`src/rtl/savestate_ui_multi.sv`:
```
// savestate_ui_multi: keyboard/gamepad/OSD savestate front-end; ps2_key/joy*/OSD_saveload/status_slot in, ss_save/ss_load/ss_slot/ss_info*/statusUpdate/selected_slot out
module savestate_ui_multi #(
  parameter int NUM_SLOTS = 8,
  parameter int SLOT_BITS = $clog2(NUM_SLOTS),
  parameter int INFO_TIMEOUT_BITS = 25,
  parameter int CONFIRM_BITS = 26,
  parameter bit WRAP = 1'b1,
  parameter bit CONFIRM_OVERWRITE = 1'b1
) (
  input  logic                 clk,
  input  logic                 reset,
  input  logic [10:0]          ps2_key,
  input  logic                 allow_ss,
  input  logic                 joySS,
  input  logic                 joyRight,
  input  logic                 joyLeft,
  input  logic                 joyDown,
  input  logic                 joyUp,
  input  logic                 joyRewind,
  input  logic                 rewindEnable,
  input  logic [SLOT_BITS-1:0] status_slot,
  input  logic                 autoincslot,
  input  logic [1:0]           OSD_saveload,
  input  logic [NUM_SLOTS-1:0] validSStates,
  input  logic                 ss_busy,
  output logic                 ss_save,
  output logic                 ss_load,
  output logic [SLOT_BITS-1:0] ss_slot,
  output logic                 ss_info_req,
  output logic [7:0]           ss_info,
  output logic                 statusUpdate,
  output logic [SLOT_BITS-1:0] selected_slot
);
  typedef enum logic [1:0] {IDLE, ARMED, PENDING} state_t;
  localparam logic [SLOT_BITS-1:0] LAST = SLOT_BITS'(NUM_SLOTS - 1);
  function automatic logic [SLOT_BITS-1:0] step(input logic [SLOT_BITS-1:0] s, input logic up);
    return up ? (s == LAST ? (WRAP ? '0 : s) : s + 1'b1)
              : (s == '0 ? (WRAP ? LAST : s) : s - 1'b1);
  endfunction
  function automatic logic [4:0] fkey(input logic [7:0] c);
    case (c)
      8'h05: return 5'h10;
      8'h06: return 5'h11;
      8'h04: return 5'h12;
      8'h0C: return 5'h13;
      8'h03: return 5'h14;
      8'h0B: return 5'h15;
      8'h83: return 5'h16;
      8'h0A: return 5'h17;
      default: return 5'h00;
    endcase
  endfunction
  state_t state_q, state_d;
  logic alt_q, alt_d, tog_q, op_q, op_d;
  logic [3:0] joy_q;
  logic [1:0] osd_q;
  logic [SLOT_BITS-1:0] stat_q, rslot_q, rslot_d, selected_slot_q, selected_slot_d, ss_slot_q, ss_slot_d;
  logic [INFO_TIMEOUT_BITS-1:0] help_q, help_d;
  logic [CONFIRM_BITS-1:0] conf_q, conf_d;
  logic ss_save_q, ss_save_d, ss_load_q, ss_load_d, ss_info_req_q, ss_info_req_d, status_update_q, status_update_d;
  logic [7:0] ss_info_q, ss_info_d;
  logic [4:0] fk;
  logic [SLOT_BITS-1:0] kb_slot, req_slot, iss_slot, stepped;
  logic kb_ev, kb_press, pad, rt, lf, dn, up_e, osv, old, schg, req_v, req_save, invalid, arm;
  logic iss, iss_save, arm_i, step_chg, help_hit, rew;
  always_comb begin
    fk = fkey(ps2_key[7:0]);
    kb_ev = ps2_key[10] != tog_q;
    kb_slot = fk[SLOT_BITS-1:0];
    kb_press = allow_ss && kb_ev && ps2_key[9] && !ps2_key[8] && fk[4] && ({1'b0, fk[3:0]} < 5'(NUM_SLOTS));
    alt_d = (kb_ev && ps2_key[7:0] == 8'h11) ? ps2_key[9] : alt_q;
    pad = allow_ss && joySS;
    rt = pad && joyRight && !joy_q[3];
    lf = pad && joyLeft && !joy_q[2];
    dn = pad && joyDown && !joy_q[1];
    up_e = pad && joyUp && !joy_q[0];
    osv = allow_ss && OSD_saveload[0] && !osd_q[0];
    old = allow_ss && OSD_saveload[1] && !osd_q[1];
    schg = allow_ss && status_slot != stat_q;
    req_v = kb_press || osv || old || dn || up_e;
    req_save = kb_press ? alt_q : (osv || old) ? osv : dn;
    req_slot = kb_press ? kb_slot : selected_slot_q;
    invalid = state_q == IDLE && req_v && !req_save && !validSStates[req_slot];
    arm = CONFIRM_OVERWRITE && req_save && !kb_press && !osv && !old && validSStates[req_slot];
    state_d = state_q;
    conf_d = conf_q;
    op_d = op_q;
    rslot_d = rslot_q;
    iss = 1'b0;
    arm_i = 1'b0;
    case (state_q)
      IDLE: if (req_v && !invalid) begin
        op_d = req_save;
        rslot_d = req_slot;
        if (arm) begin
          state_d = ARMED;
          conf_d = '1;
          arm_i = 1'b1;
        end else if (ss_busy) state_d = PENDING;
        else iss = 1'b1;
      end
      ARMED: if (!pad || up_e || conf_q == '0 || selected_slot_q != rslot_q) state_d = IDLE;
        else if (dn) begin
          state_d = ss_busy ? PENDING : IDLE;
          iss = !ss_busy;
        end else conf_d = conf_q - 1'b1;
      default: if (!ss_busy) begin
        state_d = IDLE;
        iss = 1'b1;
      end
    endcase
    iss_save = op_d;
    iss_slot = rslot_d;
    stepped = step(selected_slot_q, rt);
    step_chg = (rt || lf) && stepped != selected_slot_q;
    selected_slot_d = kb_press ? kb_slot : schg ? status_slot : (rt || lf) ? stepped :
                      (iss && iss_save && autoincslot) ? step(selected_slot_q, 1'b1) : selected_slot_q;
    status_update_d = kb_press || schg || selected_slot_d != selected_slot_q;
    help_hit = help_q[INFO_TIMEOUT_BITS-1];
    help_d = (!pad || joyRight || joyLeft || joyDown || joyUp || help_hit) ? '0 : help_q + 1'b1;
    rew = allow_ss && rewindEnable && joyRewind;
    ss_save_d = iss && iss_save;
    ss_load_d = iss && !iss_save;
    ss_slot_d = iss ? iss_slot : ss_slot_q;
    ss_info_req_d = rew || iss || invalid || arm_i || step_chg || help_hit;
    ss_info_d = rew ? 8'h50 : iss ? (iss_save ? 8'h20 : 8'h30) + 8'(iss_slot) : invalid ? 8'h51 :
                arm_i ? 8'h40 + 8'(rslot_d) : step_chg ? 8'h02 + 8'(stepped) : help_hit ? 8'h01 : ss_info_q;
  end
  always_ff @(posedge clk or posedge reset) begin
    if (reset) begin
      state_q <= IDLE;
      alt_q <= 1'b0;
      tog_q <= 1'b0;
      joy_q <= '0;
      osd_q <= '0;
      stat_q <= '0;
      help_q <= '0;
      conf_q <= '0;
      op_q <= 1'b0;
      rslot_q <= '0;
      selected_slot_q <= '0;
      ss_slot_q <= '0;
      ss_save_q <= 1'b0;
      ss_load_q <= 1'b0;
      ss_info_req_q <= 1'b0;
      ss_info_q <= '0;
      status_update_q <= 1'b0;
    end else begin
      state_q <= state_d;
      alt_q <= alt_d;
      tog_q <= ps2_key[10];
      joy_q <= {joyRight, joyLeft, joyDown, joyUp};
      osd_q <= OSD_saveload;
      stat_q <= status_slot;
      help_q <= help_d;
      conf_q <= conf_d;
      op_q <= op_d;
      rslot_q <= rslot_d;
      selected_slot_q <= selected_slot_d;
      ss_slot_q <= ss_slot_d;
      ss_save_q <= ss_save_d;
      ss_load_q <= ss_load_d;
      ss_info_req_q <= ss_info_req_d;
      ss_info_q <= ss_info_d;
      status_update_q <= status_update_d;
    end
  end
  assign ss_save = ss_save_q;
  assign ss_load = ss_load_q;
  assign ss_slot = ss_slot_q;
  assign ss_info_req = ss_info_req_q;
  assign ss_info = ss_info_q;
  assign statusUpdate = status_update_q;
  assign selected_slot = selected_slot_q;
endmodule

```
`config.mk`:
```
export PLATFORM = sky130hd
export DESIGN_NAME = savestate_ui_multi
export DESIGN_NICKNAME = d
export VERILOG_FILES = /design/src/rtl/savestate_ui_multi.sv
export SDC_FILE = /design/constraint.sdc
export NUM_CORES = 1
export LEC_CHECK = 0
export ABC_AREA = 1
export BUFFER_PORTS_ARGS = -buffer_cell sky130_fd_sc_hd__buf_2
export CORE_ASPECT_RATIO = 1.1
export CORE_MARGIN = 2
export CORE_UTILIZATION = 30
export CTS_CLUSTER_SIZE = 25
export DETAILED_ROUTE_END_ITERATION = 7
export GPL_TIMING_DRIVEN = 1
export PLACE_DENSITY_LB_ADDON = 0.05
export SLEW_MARGIN = 20
export SYNTH_ARGS = -nofsm -noshare
export SYNTH_HDL_FRONTEND = slang
export SYNTH_SLANG_ARGS = --single-unit
export TNS_END_PERCENT = 50
```
`constraint.sdc`:
```
create_clock -name clk -period 2.3 [get_ports clk]
set_input_delay 0.23 -clock clk [delete_from_list [all_inputs] [get_ports clk]]
set_output_delay 0.23 -clock clk [all_outputs]
set_load 0.01 [all_outputs]
```
==> metrics.csv <==
stage,metric,value,unit
die,Starting Density,30.8,%
timing,f_max,0.362,GHz
die,core outline area,15800,um2
finish,n_diodes,0,
global_routing,vias in the first global route,4926,
synthesis,Synth Cell Area,4870,um2
route,DR vias,4906,
finish,multi-input logic area,2780,um2
place,Final Wtd Congestion,0.825,
worst_setup_path,type of the worst setup path,reg2reg,
timing,Final Hold Viols,0,
route,DRC,0,
global_routing,first-pass GRT wire length,23300,um
global_routing,total global-route track usage,17.1,%
power_and_ir_drop,Peak supply drop,0.357,mV
place,Buffers on Ports,52,
route,DR WL/cell,13.1,um
run_status,failing checks,setup timing,
place,post-DP HPWL,10500,um
finish,fin nets,904,
synthesis,Seq cells post-synth,85,
finish,Filler cells,1604,
clock_tree,CTS Root Cell,clkbuf_16,
die,IO Count,54,
clock_tree,clk_lat worst skew,0.35,ns
job,maxcap violations,0,
synthesis,Synth Area per Inst,7.54,um2
worst_hold_path,hold path depth,1,
route,Detailed Routing Iterations Pass 1,4,
synthesis,Cell variety after synth,43,
power_and_ir_drop,PwrDens,848,nW/um2
timing,setup violators final,44,
clock_tree,cts bufs inserted,9,
route,detailed-route wire length,14000,um
die,Die H,138,um
timing,period utilization,120,%
worst_setup_path,crit-path max FO,6,
power_and_ir_drop,Leakage Power,0.00352,uW
timing,Final WS setup,-0.459,ns
synthesis,ys async rst share,100,%
worst_setup_path,CP startpoint kind,register,
clock_tree,CTS tree,yes,
finish,post-layout util,46.7,%
clock_tree,# H-tree levels,3,
die,row cnt,48,
die,die width,125,um
worst_setup_path,r2r worst-path depth,18,
clock_tree,Clock Pin Slew Worst Setup and Hold Paths,0.07,ns
timing,Worst Skew,0.00587,ns
finish,Reg area,2130,um2
synthesis,post-synth net total,688,
timing,"Slew Viols, Final",0,
worst_setup_path,CP Capture Type,register,
finish,Final Cell Area,7370,um2
route,"antenna viol nets, final",0,
worst_hold_path,min-delay worst type,in2reg,
die,full die area,17300,um2
timing,minimum clock period,2.76,ns
finish,share of cells above drive strength 1,41.2,%
finish,"commonest non-fill, non-tap cell in the layout",buf_4,
synthesis,"Seq/Total Area, Yosys",43.7,%
synthesis,top_reg_cell synth,dfrtp_1,
place,Place WS,-0.622,ns
finish,most frequent cells in the layout,"buf_4 (150), nand2_1 (113), dfrtp_1 (85)",
global_routing,antenna violations before repair,0,
timing,RSZ-0062 raised after global routing,yes,
synthesis,"EDFF count, synth",0,
clock_tree,clk buf depth,2,
synthesis,Mapped Cells,645,
run_status,status,"complete, but fails checks",
clock_tree,CTS sink count,85,
synthesis,YS warnings,0,
route,vias per inst,4.60,
worst_setup_path,Worst EP required,2.53,ns
global_routing,largest net degree at the start of global routing,72,
route,initial detailed-routing violation count,202,
place,Placed Area,6410,um2
global_routing,total gr overflow,0,
worst_setup_path,Critical Path AT,2.99,ns
finish,area delta synth->final,51.5,%
## report_power, final
group          total [uW]  internal, uW  switching [uW]
sequential           2170          1870             298
clock                1650           991             655
combinational        2430          1200            1230
## synth_stat cells, types with 2 or more instances
cell,n,area [um2]
o21ai_0,31,155
a21oi_1,25,125
nand2_4,4,45.0
nand3_2,5,50.1
xnor2_1,5,43.8
a32oi_1,2,17.5
inv_2,15,56.3
nor2_4,4,45.0
a31oi_1,4,25.0
o31ai_1,4,30.0
dfrtp_1,85,2130
nor2_1,90,338
nand3_1,47,235
xor2_1,2,17.5
nor4_1,5,31.3
nand4_1,14,87.6
nand2_2,11,68.8
clkbuf_1,3,11.3
or2_2,8,50.1
inv_1,80,300
nor2_2,7,43.8
nor3_4,2,32.5
o21ai_2,2,17.5
o21ai_1,6,30.0
nand3b_1,5,37.5
ha_1,7,87.6
o211ai_1,2,15.0
nand2_1,130,488
o21a_1,2,15.0
nor3_1,25,125
## per-stage QoR
| step | hold slack, ns | setup TNS (ns) | std cells | power, uW |
|---|---|---|---|---|
| 2_1_floorplan | 0.261 | -2.10 | 645 | 3200 |
| 3_3_place_gp | 0.246 | -14.76 | 1025 | 4330 |
| 3_5_place_dp | 0.251 | -16.97 | 1025 | 4340 |
| 4_1_cts | 0.00627 | -9.26 | 1061 | 6120 |
| 5_1_grt | 0.00741 | -19.85 | 1066 | 6710 |
| 6_report | 0.0216 | -10.04 | 1066 | 6250 |
## path summary, 6_finish.rpt
| path | end | start | slack (ns) |
|---|---|---|---|
| worst min-delay path | joy_q[3]$_DFF_PP0_ | joyRight | 0.02 |
| worst max-delay path | ss_info[0]$_DFFE_PP0P_ | tog_q$_DFF_PP0_ | -0.46 |
| worst min register to register | help_q[22]$_DFF_PP0_ | help_q[22]$_DFF_PP0_ | 0.51 |
| max in group asynchronous | ss_info_req$_DFF_PP0_ | reset | 1.18 |
| min in group asynchronous | conf_q[2]$_DFFE_PP0P_ | reset | 0.42 |
| worst max register to register | ss_info[0]$_DFFE_PP0P_ | tog_q$_DFF_PP0_ | -0.46 |
## cell families after synthesis
kind of cell / synth area share (%)
flops: 43.7
simple gates: 35.4
buf+inv: 8.05
fa+ha+maj: 1.80
other cells: 0.0771
xor+xnor: 1.26
compound gates: 9.72
## state kept, by name (all words and copies together) (netlist names), 2 cells and up
register,count
stat_q,3
rslot_q,3
conf_q,26
selected_slot,3
ss_info,7
joy_q,4
ss_slot,3
state_q,2
help_q,25
osd_q,2
## cell type report
class | count | share of cell area, %
tap | 200 | 3.39
multi-input combinational | 459 | 37.6
timing repair buffer | 211 | 20.5
clock inverter | 6 | 1.27
inverter | 95 | 5.06
sequential | 85 | 28.9
clock buffer | 10 | 3.24
## critical path, cell delays in order (launching register included)
cell,delay [ns]
dfrtp_1,0.39
xnor2_2,0.23
nor3_2,0.05
buf_4,0.16
nand2_8,0.12
inv_8,0.05
o21ai_4,0.18
nand3b_4,0.20
nand3_4,0.09
nand2_2,0.09
nor2_2,0.04
nand2_2,0.07
nand3_4,0.11
buf_4,0.17
inv_2,0.07
nand2_2,0.07
nor3_4,0.28
clkbuf_16,0.19
o31ai_1,0.06
## metal layers
metal | GRT usage, % | wire length [um]
met1 | 21.4 | 6460
met2 | 30.2 | 7000
met3 | 2.41 | 297
met4 | 6.42 | 223
met5 | 0 | 0
## repair_timing
action | CTS | global route
pin swaps | 18 | 32
hold buffers | 4 | 0
endpoints found under the hold margin | 17 | 0
resized for setup | 40 | 80
endpoints found under the setup margin | 51 | 55
buffers inserted | 16 | 11
gates cloned | 0 | 1
No activity file was read; power rests on OpenSTA's default activity.
